===== config.mk =====
export PLATFORM = sky130hd
export DESIGN_NAME = serial_deserializer
export DESIGN_NICKNAME = d
export VERILOG_FILES = /design/src/rtl/serial_deserializer_pkg.sv /design/src/rtl/serial_deserializer_word_hold.sv /design/src/rtl/serial_deserializer.sv
export SDC_FILE = /design/constraint.sdc
export NUM_CORES = 1
export LEC_CHECK = 0
export CAP_MARGIN = 10
export CORE_MARGIN = 2
export CORE_UTILIZATION = 52
export DETAILED_ROUTE_END_ITERATION = 16
export GPL_ROUTABILITY_DRIVEN = 0
export PLACE_DENSITY = 0.85
export SYNTH_ARGS = -nofsm -noshare
export SYNTH_HDL_FRONTEND = slang
export SYNTH_SLANG_ARGS = --single-unit

===== constraint.sdc =====
create_clock -name clk -period 3.4 [get_ports clk]
set_input_delay 0.51 -clock clk [delete_from_list [all_inputs] [get_ports clk]]
set_output_delay 0.51 -clock clk [all_outputs]
set_load 0.01 [all_outputs]

===== src/rtl/serial_deserializer_pkg.sv =====
// serial_deserializer_pkg: shared defaults and counter sizing for the deserializer
package serial_deserializer_pkg;
    localparam int DEF_WIDTH = 8;
    localparam bit DEF_MSB_FIRST = 1'b1;
    function automatic int cnt_w(input int width);
        return (width < 2) ? 1 : $clog2(width);
    endfunction
endpackage


===== src/rtl/serial_deserializer_word_hold.sv =====
// serial_deserializer_word_hold: one-word valid/ready holding register with sticky overrun
module serial_deserializer_word_hold #(
    parameter int WIDTH = 8
) (
    input  logic             clk,
    input  logic             rst,
    input  logic             load,
    input  logic [WIDTH-1:0] word,
    input  logic             ready,
    input  logic             overrun_clr,
    output logic [WIDTH-1:0] data,
    output logic             valid,
    output logic             overrun
);
    // a completed word lands only if the slot is empty or being drained this edge; otherwise it is dropped and flagged
    always_ff @(posedge clk) begin
        if (rst) begin
            data    <= '0;
            valid   <= 1'b0;
            overrun <= 1'b0;
        end else begin
            if (load && (!valid || ready)) data <= word;
            valid   <= load ? 1'b1 : (valid && ready) ? 1'b0 : valid;
            overrun <= (load && valid && !ready) ? 1'b1 : overrun_clr ? 1'b0 : overrun;
        end
    end
endmodule


===== src/rtl/serial_deserializer.sv =====
// serial_deserializer: assembles a serial bit stream into WIDTH-bit words on a valid/ready interface
module serial_deserializer
    import serial_deserializer_pkg::*;
#(
    parameter int WIDTH     = DEF_WIDTH,
    parameter bit MSB_FIRST = DEF_MSB_FIRST
) (
    input  logic             clk,
    input  logic             rst,
    input  logic             d,
    input  logic             d_en,
    input  logic             realign,
    output logic [WIDTH-1:0] data,
    output logic             valid,
    input  logic             ready,
    output logic             overrun,
    input  logic             overrun_clr
);
    localparam int CW = cnt_w(WIDTH);
    logic [WIDTH-1:0] sr;
    logic [WIDTH-1:0] word;
    logic [CW-1:0]    cnt;
    logic             complete;
    assign word     = MSB_FIRST ? {sr[WIDTH-2:0], d} : {d, sr[WIDTH-1:1]};
    assign complete = d_en && !realign && (cnt == CW'(WIDTH - 1));
    // collector: shift in enabled bits, wrap the count on the last bit of a word, realign restarts framing
    always_ff @(posedge clk) begin
        if (rst || realign) begin
            sr  <= '0;
            cnt <= '0;
        end else if (d_en) begin
            sr  <= word;
            cnt <= complete ? '0 : cnt + 1'b1;
        end
    end
    serial_deserializer_word_hold #(.WIDTH(WIDTH)) u_hold (
        .clk         (clk),
        .rst         (rst),
        .load        (complete),
        .word        (word),
        .ready       (ready),
        .overrun_clr (overrun_clr),
        .data        (data),
        .valid       (valid),
        .overrun     (overrun)
    );
endmodule


==> flow_summary.yaml, run 1 <==
outcome:
  status: "finished clean"
synthesis:
  synthSimpleGateAreaFrac: 0.241
  synth_top_area_share: 0.476
  synth_mux_area_frac: 0.190
  synth_ff_type: "dfxtp_1"
  synth-compound-area-share: 0.0253
  synth_cells: 80
  synth_top_family_by_area: "simple AND/OR/NAND/NOR gates"
  synth_area_um2: 841
  synthAdderAreaFrac: 0.0298
  synth.largest_area_cell: "dfxtp_1"
  ys_seq_area_frac: 0.476
  synth-xor-area-share: 0
  syn-mean-instance-area_um2: 10.5
  ys_types: 18
  syn_nets: 89
  netlist_top_cells_area: "dfxtp_1, mux2i_1, nand2b_1"
  ys_ff_latch: 20
  async_flop_share: 0
  yosysWarnings: 0
  synth_edf_count: 0
clock_tree:
  cts_setup_buffers: 0
  ctsResizeCount: 0
  clk_latency_ns: 0.30
  cts_buffers: 3
  root_buffer: "clkbuf_4"
  cts_tree: "built"
  clk_pin_slew_ns: 0.10
  hold_buffers: 0
  cts.path.max_buffers: 2
  h-tree-depth: 1
  cts.sinks: 20
timing:
  worst_pin_slew_ns: 0.652
  fin_crit_sh: 0.600
  post-route-min-period_ns: 2.04
  worst_clock_skew_ns: 0.00358
  timing_hold_violations_final: 0
  setup-tns-final_ns: 0
  fmax_mhz: 490
  relSlewSlack: 0.564
  timing.hold.ws_ns: 0.481
  final-setup-viol-count: 0
  rsz0062_at_grt: "false"
  drv_slew: 0
setup_path:
  cp.required_ns: 3.63
  criticalPathCategory: "primary input to flip-flop"
  rrSetupSlack_ns: 1.82
  worst-r2r-cell-count: 5
  critPathMaxFanout: 13
  cp-start-kind: "primary input"
  cp.arrival_ns: 2.27
  end_kind: "flip-flop"
  r2r-start: "cnt[0]$_SDFFE_PP0P_"
  r2r_end: "u_hold.data[2]$_SDFFE_PP0P_"
layout:
  multiInputGateArea_um2: 409
  mostFrequentLayoutCell: "dfxtp_1"
  syn2layout_area_growth_pct: 20.8
  drive_gt1_frac: 0.0526
  fillers: 125
  seq_area_um2: 400
  most-common-layout-cells: "dfxtp_1, nand2b_1, mux2i_1, clkdlybuf4s50_1, nor2_1"
  finalNetCount: 106
  antennaDiodeCount: 0
global_route:
  grt_use_total: 0.162
  overflow: 0
  antenna_found_initial: 0
  grt_start_max_net_pins: 20
  first_global_vias: 538
  grt_pass1_wl_um: 2240
routing:
  postRouteWirelength_um: 1360
  first_pass_iters: 4
  routed_via_density: 5.19
  num_vias: 576
  dr.first_iter.drc_count: 11
  drc_errors: 0
  drtAntennaViolNets: 0
  routedWlPerCell_um: 12.2
min_path:
  hold_path_class: "flip-flop to flip-flop"
  hold_path.startpoint: "u_hold.data[1]$_SDFFE_PP0P_"
  hold_end: "u_hold.data[1]$_SDFFE_PP0P_"
  hold_path_depth: 2
floorplanning:
  io_pins: 17
  num_rows: 14
  dieArea_um2: 1950
  fp.dieW_um: 44.2
  die_h_um: 44.2
  core_area_um2: 1510
  initial_core_util: 0.558
power_and_ir_drop:
  total_power_uw: 368
  ir_drop_mv: 0.268
  p_leak_uw: 0.000380
  power_density_nw_per_um2: 363
placement:
  dp_hpwl_um: 977
  portBuffers: 16
flow_run:
  cap_violations: 0
sequential cells by signal, summed over array words and instances, names as in the netlist:
| name | count |
|---|---|
| cnt | 3 |
| sr | 7 |
| u_hold.data | 8 |
| u_hold.overrun | 1 |
| u_hold.valid | 1 |
synthesized netlist by cell type, types with 2 or more instances:
master,n
nand2b_1,19
dfxtp_1,20
nor2_1,8
mux2i_1,16
a21oi_1,3
ha_1,2
layout make-up:
class,count,share of cell area
clock buffer,3,0.0222
timing repair buffer,16,0.158
multi-input combinational,55,0.403
inverter,1,0.00369
tap,16,0.0197
sequential,20,0.394
power by group:
group / total, µW / switching (µW) / internal, µW
clock network: 109 / 67.6 / 41.3
registers: 236 / 0.906 / 235
logic: 23.3 / 9.58 / 13.7
total: 368 / 78.0 / 290
through the flow:
step	setup WS, ns	instance area [µm²]	utilization	instances
final	1.36	1020	0.674	111
after global routing	1.21	1020	0.674	111
after CTS	1.35	1020	0.674	111
after detailed placement	1.05	993	0.659	108
after global placement	1.09	993	0.659	108
after floorplan	2.17	841	-	80
routing by layer:
metal | up-vias | wire [µm] | global-route usage
li1 | 294 | - | -
met1 | 262 | 656 | 0.197
met2 | 14 | 613 | 0.253
met3 | 6 | 59 | 0.0490
met4 | 0 | 29 | 0.0909
met5 | - | 0 | 0
worst max path at each step:
stage	from	to	slack (ns)	depth (start not counted)
2_1_floorplan	cnt[0]$_SDFFE_PP0P_	u_hold.data[0]$_SDFFE_PP0P_	2.17	6
3_3_place_gp	d_en	u_hold.data[5]$_SDFFE_PP0P_	1.09	4
3_5_place_dp	d_en	u_hold.data[5]$_SDFFE_PP0P_	1.05	4
4_1_cts	d_en	u_hold.data[5]$_SDFFE_PP0P_	1.35	4
5_1_grt	d_en	u_hold.data[5]$_SDFFE_PP0P_	1.21	4
6_report	d_en	u_hold.data[2]$_SDFFE_PP0P_	1.36	4
cells by family after synthesis:
logic type | Yosys count
buf+inv | 5
flops | 20
mux | 16
compound gates | 4
simple gates | 33
fa+ha+maj | 2
critical path: stages:
cell             delay, ns
clkdlybuf4s50_1       0.89
nand3b_4              0.17
nor2b_2               0.44
mux2i_1               0.25
No activity file was read; power rests on OpenSTA's default activity.
==> inputs of run 2 (changes only) <==
- CORE_UTILIZATION: 52 -> 48
- PLACE_DENSITY: 0.85 -> 0.79
- clock period: 3.4 -> 1.9 ns (I/O delays scaled with it)
==> run 2 against run 1 <==
Effect of this change: sequential power increased by 79%; die area rose by 7.6%; register-to-register slack worse by 1.3 ns; critical path depth shrank 3; first-iteration DRC count decreased by 27%; setup slack lost 0.93 ns; sequential share of layout area decreased by 0.90 points; global-route usage decreased by 1.7 points; highest routed layer unchanged; critical path type is now flip-flop to output port; clock skew down 0.0012 ns.
==> flow_summary.yaml, run 2 (synthesis gave the netlist of run 1 again) <==
layout:
  largestRegisters: "u_hold.data: 8 flops, sr: 7 flops, cnt: 3 flops"
  antennaDiodeCount: 0
  mostFrequentLayoutCell: "dfxtp_1"
  top_register: "u_hold.data"
  largest_register_ffs: 8
  fin_cells: 115
  syn2layout_area_growth_pct: 23.7
  most-common-layout-cells: "dfxtp_1, nand2b_1, mux2i_1, clkdlybuf4s50_1, nor2_1"
  final_core_util: 0.616
  drive_gt1_frac: 0.0816
  finalNetCount: 109
routing:
  wl_met2_um: 630
  num_vias: 572
  drc_errors: 0
  drtAntennaViolNets: 0
  routed_via_density: 4.97
  dr_wl_met3_um: 43
  highest-signal-layer: "met4"
  dr.first_iter.drc_count: 8
  postRouteWirelength_um: 1320
  first_pass_iters: 4
  routedWlPerCell_um: 11.5
  wl_met1_um: 629
clock_tree:
  hold_buffers: 0
  clk_latency_ns: 0.29
  cts_buffers: 3
  cts_setup_buffers: 0
  h-tree-depth: 1
  root_buffer: "clkbuf_4"
  clk_pin_slew_ns: 0.10
  cts.sinks: 20
  cts_tree: "built"
  ctsResizeCount: 0
  cts.path.max_buffers: 2
timing:
  worst_pin_slew_ns: 0.339
  fin_crit_sh: 0.774
  timing_hold_violations_final: 0
  drv_slew: 0
  timing.hold.ws_ns: 0.478
  worst_clock_skew_ns: 0.00234
  relSlewSlack: 0.774
  setup-tns-final_ns: 0
  final-setup-viol-count: 0
  rsz0062_at_grt: "false"
  post-route-min-period_ns: 1.47
  fmax_mhz: 680
floorplanning:
  dieArea_um2: 2100
  initial_core_util: 0.498
  fp.dieW_um: 45.9
  core_area_um2: 1690
  num_rows: 15
  die_h_um: 45.9
  io_pins: 17
power_and_ir_drop:
  switching_share: 0.204
  pwr-share-comb: 0.068
  ir_drop_mv: 0.334
  p_seq_frac: 0.646
  p_int_uw: 521
  p_leak_uw: 0.000395
  pwr-share-clk: 0.286
  total_power_uw: 655
  power_density_nw_per_um2: 630
  p_sw_uw: 133
placement:
  portBuffers: 16
  dp_hpwl_um: 952
  dp_cells: 112
setup_path:
  cpPeakStageDelay_ns: 0.55
  cp.required_ns: 1.62
  cp-start-kind: "flip-flop"
  critPathMaxFanout: 2
  worst-path-buf-inv: 1
  cp_slowest_cell: "clkdlybuf4s50_1"
  cp_cell_sequence: "clkdlybuf4s50_1"
  cp.arrival_ns: 1.19
  criticalPathCategory: "flip-flop to output port"
  end_kind: "output port"
  crit_family: "buffers and inverters"
min_path:
  hold_path_class: "flip-flop to flip-flop"
global_route:
  first_global_vias: 484
  grt_pass1_wl_um: 2060
  grt_use_total: 0.144
  grt_start_max_net_pins: 19
  antenna_found_initial: 0
  overflow: 0
flow_run:
  cap_violations: 0
outcome:
  status: "finished clean"
-- run 2: area by class of cell --
cell class	count	area, µm²
repair buffers	19	183
multi-input cells	55	409
flip-flops and latches	20	400
clock buffers	3	22.5
fillers	142	649
well taps	17	21.3
inverters	1	3.75
-- run 2: final timing paths --
kind / startpoint / end / slack [ns] / cells after the start
setup / recovery: u_hold.data[4]$_SDFFE_PP0P_ / data[4] / 0.43 / 1
hold / removal: u_hold.data[5]$_SDFFE_PP0P_ / u_hold.data[5]$_SDFFE_PP0P_ / 0.48 / 2
setup reg to reg: cnt[0]$_SDFFE_PP0P_ / u_hold.data[7]$_SDFFE_PP0P_ / 0.54 / 6
hold reg to reg: u_hold.data[5]$_SDFFE_PP0P_ / u_hold.data[5]$_SDFFE_PP0P_ / 0.48 / 2
-- run 2: metal layers --
layer / GRT usage / vias to the layer above
li1: - / 303
met1: 0.179 / 256
met2: 0.206 / 11
met3: 0.0476 / 2
met4: 0.103 / 0
met5: 0 / -
-- run 2: metrics by stage --
step | cell area, µm² | setup WS (ns)
floorplan | 841 | 0.672
global placement | 1020 | 0.420
detailed placement | 1020 | 0.404
CTS | 1040 | 0.419
global route | 1040 | 0.369
finish | 1040 | 0.429
-- run 2: power by group through the flow --
stage / combinational (µW) / clock (µW) / sequential, µW
finish: 44.7 / 187 / 423
global placement: 44.4 / 0 / 432
global route: 48.1 / 213 / 423
floorplan: 25.1 / 0 / 432
detailed placement: 44.6 / 0 / 432
CTS: 45.2 / 197 / 423
